==> config.mk <==
export PLATFORM = sky130hd
export DESIGN_NAME = nibble_pack_fifo
export DESIGN_NICKNAME = d
export VERILOG_FILES = /design/src/rtl/nibble_pack_fifo.sv
export SDC_FILE = /design/constraint.sdc
export NUM_CORES = 1
export LEC_CHECK = 0
export ABC_CLOCK_PERIOD_IN_PS = 2100
export CORE_MARGIN = 2
export CORE_UTILIZATION = 50
export CTS_BUF_LIST = sky130_fd_sc_hd__clkbuf_16
export DETAILED_ROUTE_END_ITERATION = 16
export PLACE_DENSITY = 0.79
export RECOVER_POWER = 25
export SLEW_MARGIN = 20
export SYNTH_ARGS = -nofsm -noshare
export SYNTH_HDL_FRONTEND = slang
export SYNTH_SLANG_ARGS = --single-unit
==> constraint.sdc <==
create_clock -name clk -period 2.1 [get_ports clk]
set_input_delay 0.21 -clock clk [delete_from_list [all_inputs] [get_ports clk]]
set_output_delay 0.21 -clock clk [all_outputs]
set_load 0.1 [all_outputs]
==> src/rtl/nibble_pack_fifo.sv <==
// Packs pairs of 4-bit nibbles into bytes and queues them in a small
// first-word-fall-through FIFO drained through a valid/ready port.
module nibble_pack_fifo #(
  parameter int DEPTH     = 4,
  parameter bit LOW_FIRST = 1'b1
) (
  input  logic                         clk,
  input  logic                         reset,
  input  logic                         enable,
  input  logic [3:0]                   data_in,
  input  logic                         flush,
  input  logic                         out_ready,
  output logic                         out_valid,
  output logic [7:0]                   data_out,
  output logic [$clog2(DEPTH+1)-1:0]   count,
  output logic                         half_pending,
  output logic                         overflow
);

  localparam int CW = $clog2(DEPTH + 1);
  localparam int AW = $clog2(DEPTH);
  localparam logic [CW-1:0] FULL_CNT = CW'(DEPTH);

  logic [7:0]    mem_q [DEPTH];
  logic [AW-1:0] wr_ptr_q, wr_ptr_d;
  logic [AW-1:0] rd_ptr_q, rd_ptr_d;
  logic [CW-1:0] count_q, count_d;
  logic [3:0]    held_q, held_d;
  logic          half_q, half_d;
  logic          ovf_q, ovf_d;
  logic [7:0]    last_q, last_d;

  logic          push, pop, full, push_ok;
  logic [7:0]    push_byte;

  // Handshake: a byte transfers on a rising edge where out_valid and
  // out_ready are both 1; out_valid never depends on out_ready.
  assign full      = (count_q == FULL_CNT);
  assign pop       = (count_q != '0) && out_ready;
  assign push_ok   = push && (!full || pop);

  always_comb begin
    held_d    = held_q;
    half_d    = half_q;
    push      = 1'b0;
    push_byte = 8'h00;
    if (enable) begin
      if (!half_q) begin
        held_d = data_in;
        half_d = 1'b1;
      end else begin
        push      = 1'b1;
        push_byte = LOW_FIRST ? {data_in, held_q} : {held_q, data_in};
        half_d    = 1'b0;
      end
    end else if (flush && half_q) begin
      push      = 1'b1;
      push_byte = LOW_FIRST ? {4'h0, held_q} : {held_q, 4'h0};
      half_d    = 1'b0;
    end
  end

  always_comb begin
    wr_ptr_d = wr_ptr_q;
    rd_ptr_d = rd_ptr_q;
    count_d  = count_q;
    ovf_d    = ovf_q;
    last_d   = last_q;
    if (push_ok) wr_ptr_d = wr_ptr_q + 1'b1;
    if (pop) begin
      rd_ptr_d = rd_ptr_q + 1'b1;
      last_d   = mem_q[rd_ptr_q];
    end
    if (push_ok && !pop)      count_d = count_q + 1'b1;
    else if (!push_ok && pop) count_d = count_q - 1'b1;
    if (push && !push_ok) ovf_d = 1'b1;
  end

  always_ff @(posedge clk or posedge reset) begin
    if (reset) begin
      wr_ptr_q <= '0;
      rd_ptr_q <= '0;
      count_q  <= '0;
      held_q   <= 4'h0;
      half_q   <= 1'b0;
      ovf_q    <= 1'b0;
      last_q   <= 8'h00;
    end else begin
      wr_ptr_q <= wr_ptr_d;
      rd_ptr_q <= rd_ptr_d;
      count_q  <= count_d;
      held_q   <= held_d;
      half_q   <= half_d;
      ovf_q    <= ovf_d;
      last_q   <= last_d;
    end
  end

  // Storage needs no reset: count gates every read of it.
  always_ff @(posedge clk) begin
    if (push_ok) mem_q[wr_ptr_q] <= push_byte;
  end

  // When empty, show the most recently consumed byte (0 after reset).
  assign data_out     = (count_q != '0) ? mem_q[rd_ptr_q] : last_q;
  assign out_valid    = (count_q != '0);
  assign count        = count_q;
  assign half_pending = half_q;
  assign overflow     = ovf_q;

endmodule
# Word level (Yosys, flattened, before mapping)
# Memories as Yosys holds them, arrays and structs flattened.
# Index checks and enable logic that the tools add are counted.
# Widths: inputs -> output; s select.
[classes]
addsub = 4
eq_ne = 1
n_mux = 14
bitwise_logic = 1
reduce_logical = 14
[ops]
columns = ["cell", "count"]
rows = [
  ["$mux 8", 3],
  ["$mux 1", 8],
  ["$logic_and 1x1->1", 6],
  ["$mux 3", 2],
  ["$add 2x1->2 const B", 2],
  ["$mux 4", 1],
  ["$reduce_bool 2->1", 2],
  ["$add 3x1->3 const B", 1],
  ["$eq 3x3->1 const B", 1],
  ["$logic_not 1->1", 3],
  ["$reduce_bool 3->1", 1],
  ["$sub 3x1->3 const B", 1],
  ["$reduce_and 2->1", 1],
  ["$logic_or 1x1->1", 1],
  ["$not 1->1", 1],
]
[totals]
reg_bits = 21
ramBits = 32
output_inout_bits = 14
elab_cells = 42
n_memories = 1
[mem_list]
columns = ["name", "words", "word_bits", "rd", "rd_clocked_by_memory_dff", "wr", "line", "source"]
rows = [
  ["mem_q", 4, 8, 1, 0, 1, "24", "logic [7:0] mem_q [DEPTH];"],
]

# Logic depth before layout (Yosys ltp)
[depth]
ltp_word = 8
mapped_depth = 9

# Worst setup path before layout
# No wires, ideal clock.
[synth_timing]
path_type = "register to register"
start = "register half_q, in the netlist half_pending"
end = "register count_q[2], in the netlist count[2]"
setup_ns = 0.162
arrival_ns = 2.450
required_time_ns = 1.938
setup_slack_ns = -0.512
path_stages_with_launch = 10
n_path_buf = 1
cell_sequence = "dfrtp_1 -> o21a_1 -> nor2b_1 -> buf_6 -> ha_1 -> inv_1 -> fa_1 -> xor2_1 -> nor2_1 -> xor2_1"
[synth_between]
elab_chain_len = 7
word_cells_on_any_way = 10
classes_between = "mux: 4; reduce/logical: 6"
[synth_lines]
columns = ["element", "line", "source"]
rows = [
  ["start, declared", "29", "logic half_q, half_d;"],
  ["start signal, assigned", "93", "half_q <= half_d;"],
  ["$logic_and 1x1->1", "56", "end else if (flush && half_q) begin"],
  ["$mux 1", "56", ""],
  ["$mux 1 (*)", "47", "if (enable) begin"],
  ["$logic_and 1x1->1 (*)", "40", "assign push_ok = push && (!full || pop);"],
  ["via push_ok", "33", "logic push, pop, full, push_ok;"],
  ["$logic_not 1->1", "75", "else if (!push_ok && pop) count_d = count_q - 1'b1;"],
  ["$logic_and 1x1->1", "75", ""],
  ["$reduce_bool 2->1 (no source line)", "--", ""],
  ["end signal, assigned", "91", "count_q <= count_d;"],
  ["end, declared", "27", "logic [CW-1:0] count_q, count_d;"],
]
# The timed path passes the listed nets; every way through them passes the cells marked *.
# A chain may end at the register's enable or synchronous reset.

# Worst setup path after layout
[layout_timing]
start = "register count_q[1], in the netlist count[1]"
end = "output port data_out[1]"
[layout_between]
elab_chain_len = 2
[layout_lines]
columns = ["element", "line", "source"]
rows = [
  ["$reduce_bool 3->1", "105", "assign data_out = (count_q != '0) ? mem_q[rd_ptr_q] : last_q;"],
  ["$mux 8", "105", ""],
  ["end, declared", "14", "output logic [7:0] data_out,"],
]
# No other way between the ends.

==> results <==
- The post-route minimum period is 2.09 ns.
- In this run, distinct cell masters in the synthesized netlist total 23.
- The required time at the worst-slack endpoint is 1.89 ns.
- The post-synthesis average cell area is 17.9 µm².
- In the finished design, the share of the clock period the worst path needs comes to 0.996.
- The overall routing resource usage is 0.168.
- The Yosys warning count is 0.
- The average wire length per cell after detail routing is 17.3 µm.
- The detailed router finished its first iteration with 21 violations.
- The number of clock buffers inserted by TritonCTS is 5.
- The post-synthesis cell type with the largest combined area is edfxtp_1.
- The max-cap violation count is 0.
- The core region area is 4350 µm².
- The clock arrives with 0.00199 ns of skew.
- The floorplan die height is 71.2 µm.
- The final weighted congestion in routability-driven placement is 0.740.
- The worst-case clock buffer depth is 2.
- In the layout the commonest cells are edfxtp_1 (32), dfrtp_1 (17), buf_12 (14).
- The highest-utilization routing layer at the global route stage is met2.
- The count of unresolved DRC violations after routing is 0.
- The leading cell type in the layout, fill and taps excluded is edfxtp_1.
- The number of routed nets with antenna violations is 0.
- The critical path class is flop to output port.
- The clock insertion delay at the later pin of the skew report is 0.28 ns.
- Entering global routing, the biggest net connects 22 pins.
- Headroom to the max-slew limit came out at 0.195.
- The post-layout worst setup margin is 0.00821 ns.
- The final net count is 181.
- The total routed wirelength is 3780 µm.
- The met1 routing resource usage after global routing is 0.202.
- The pre-CTS setup slack is -0.153 ns.
- The total congestion overflow after global routing is 0.
- 23 I/O pins were placed.
- Once layout is complete, the utilization of the core stands at 0.683.
- The worst setup path is captured at an output port.
- Data on the critical path arrives at its endpoint at 1.88 ns.
- The floorplan has 24 rows.
- Of all nets on the critical path, the largest fanout is 10.
- TritonCTS built the clock tree.
- The total of flip-flops plus latches after synthesis is 53.
- CTS saw 53 sinks.
- Relative to the synthesized area, the layout overhead comes to 31.8%.
- From left edge to right edge, the die measures 71.2 µm.
- The floorplan step defined a die boundary enclosing 5070 µm².
- The routing usage on met3 is 0.0470.
- The achievable frequency is 478 MHz.
- By area the synthesized netlist is led by edfxtp_1 (43%), dfrtp_1 (23%), mux2_2 (10%).
- The first detailed-routing pass took 4 iterations.
- The number of global-route vias before repair was 1,248.
- The count of final hold-check violations is 0.
- The routed layout has 1,155 vias.
- The run finished with clean final reports.
- The first global-routing pass estimated 6200 µm of wire.
- In the final layout, the share of cells above drive strength 1 is 0.449.
- The final number of setup-violating endpoints is 0.
- For this run, global-route usage on met2 was measured as 0.292.
- The cell sitting at the root of the clock tree is a clkbuf_16.
- After synthesis the cells add up to 2260 µm².
- The initial utilization of the core area, before any placement, comes to 0.518.
- The max-slew violation count is 0.
- The quantity of I/O buffers inserted on ports is 22.
- The initial antenna violation count is 0.
- Setup repair after global routing could not meet its margin everywhere.
- Using the TritonRoute via totals, the vias-per-cell ratio works out to 5.27.
- The tightest min-delay check is of the flop to flop type.
- The count of inserted antenna diode cells is 0.
- The worst-margin pin slew is 1.21 ns.
- Counting every instance in the synthesized netlist gives 126.
- The share of synthesized area in the top cell type comes to 0.426.
- The worst hold slack across all endpoints is 0.455 ns.
- The total half-perimeter wirelength after legalization and detailed placement is 2800 µm.
- The H-tree was split into 2 levels.
- The register clock-pin slew on the reported worst setup and hold paths is 0.06 ns.
- STA classifies the critical path startpoint as a flop.
- Of the synthesized area, sequential elements account for 0.659.
- The post-synthesis net count is 141.
worst max-delay path: stages, from the launching register on:
cell     delay (ns)
dfrtp_4        0.50
or3_4          0.45
buf_12         0.17
mux2_4         0.31
buf_12         0.17
sequential cells by signal, indices dropped and copies added, names as in the netlist:
name / count
half_pending: 1
overflow: 1
last_q: 8
rd_ptr_q: 2
held_q: 4
wr_ptr_q: 2
count: 3
mem_q: 32
cells in the mapped netlist:
master,count
a21o_1,2
nor4b_1,1
and3_1,4
buf_6,2
inv_1,4
mux2_4,1
nand2_2,1
dfrtp_1,21
nor2_1,2
mux4_2,8
mux2_2,21
clkbuf_1,1
xnor2_1,4
or3_4,1
o21a_1,1
nor2b_1,2
xor2_1,2
and2_1,8
fa_1,1
nand3_1,1
edfxtp_1,32
clkbuf_8,1
ha_1,5
routing by layer:
| layer | wire, µm | vias up |
|---|---|---|
| met5 | 0 | - |
| met4 | 40 | 0 |
| met3 | 138 | 5 |
| met2 | 2020 | 24 |
| met1 | 1580 | 579 |
| li1 | - | 547 |
final timing paths:
kind	start	to	slack [ns]	depth (start not counted)
worst max-delay path	count[1]$_DFFE_PP0P_	data_out[1]	0.008	4
worst min-delay path	overflow$_DFFE_PP0P_	overflow$_DFFE_PP0P_	0.45	1
worst max register to register	count[1]$_DFFE_PP0P_	count[2]$_DFFE_PP0P_	0.07	8
worst min register to register	overflow$_DFFE_PP0P_	overflow$_DFFE_PP0P_	0.45	1
max in group asynchronous	reset	count[2]$_DFFE_PP0P_	0.49	3
min in group asynchronous	reset	wr_ptr_q[1]$_DFFE_PP0P_	0.75	3
per-stage QoR:
step	instance area, µm²	TNS, ns	instances
after detailed placement	2810	-0.255	209
after global placement	2810	-0.0936	209
after floorplan	2340	-0.156	126
after global routing	2970	-0.210	219
final	2970	0	219
after CTS	2970	-0.0102	218
cells by family (layout without fill, tap and decap cells):
kind of cell               count (synthesis)  count (layout)  share of synthesized area
DFF                                       53              53                      0.659
muxes                                     30              30                      0.191
and+or+nand+nor                           20              20                     0.0560
buffers and inverters                      8              49                     0.0244
adders and majority gates                  6               6                     0.0366
xor gates and xnor gates                   6               6                     0.0233
AOI/OAI and AO/OA                          3               3                    0.00998
what timing repair did:
action,CTS,global route
setup endpoints to repair,8,9
hold buffers,0,0
cloned,0,0
setup buffers,1,1
pin swaps,1,1
resized for setup,3,1
final cells by class:
cell class	instances	area, µm²
Multi-Input combinational cell	65	781
Clock buffer	5	125
Clock inverter	3	13.8
Inverter	4	15.0
Timing Repair Buffer	37	473
Fill cell	269	1380
Sequential cell	53	1500
Tap cell	52	65.1
Power is not shown: default switching activity piles up to over one toggle a cycle in this logic, so the estimate is an artifact.
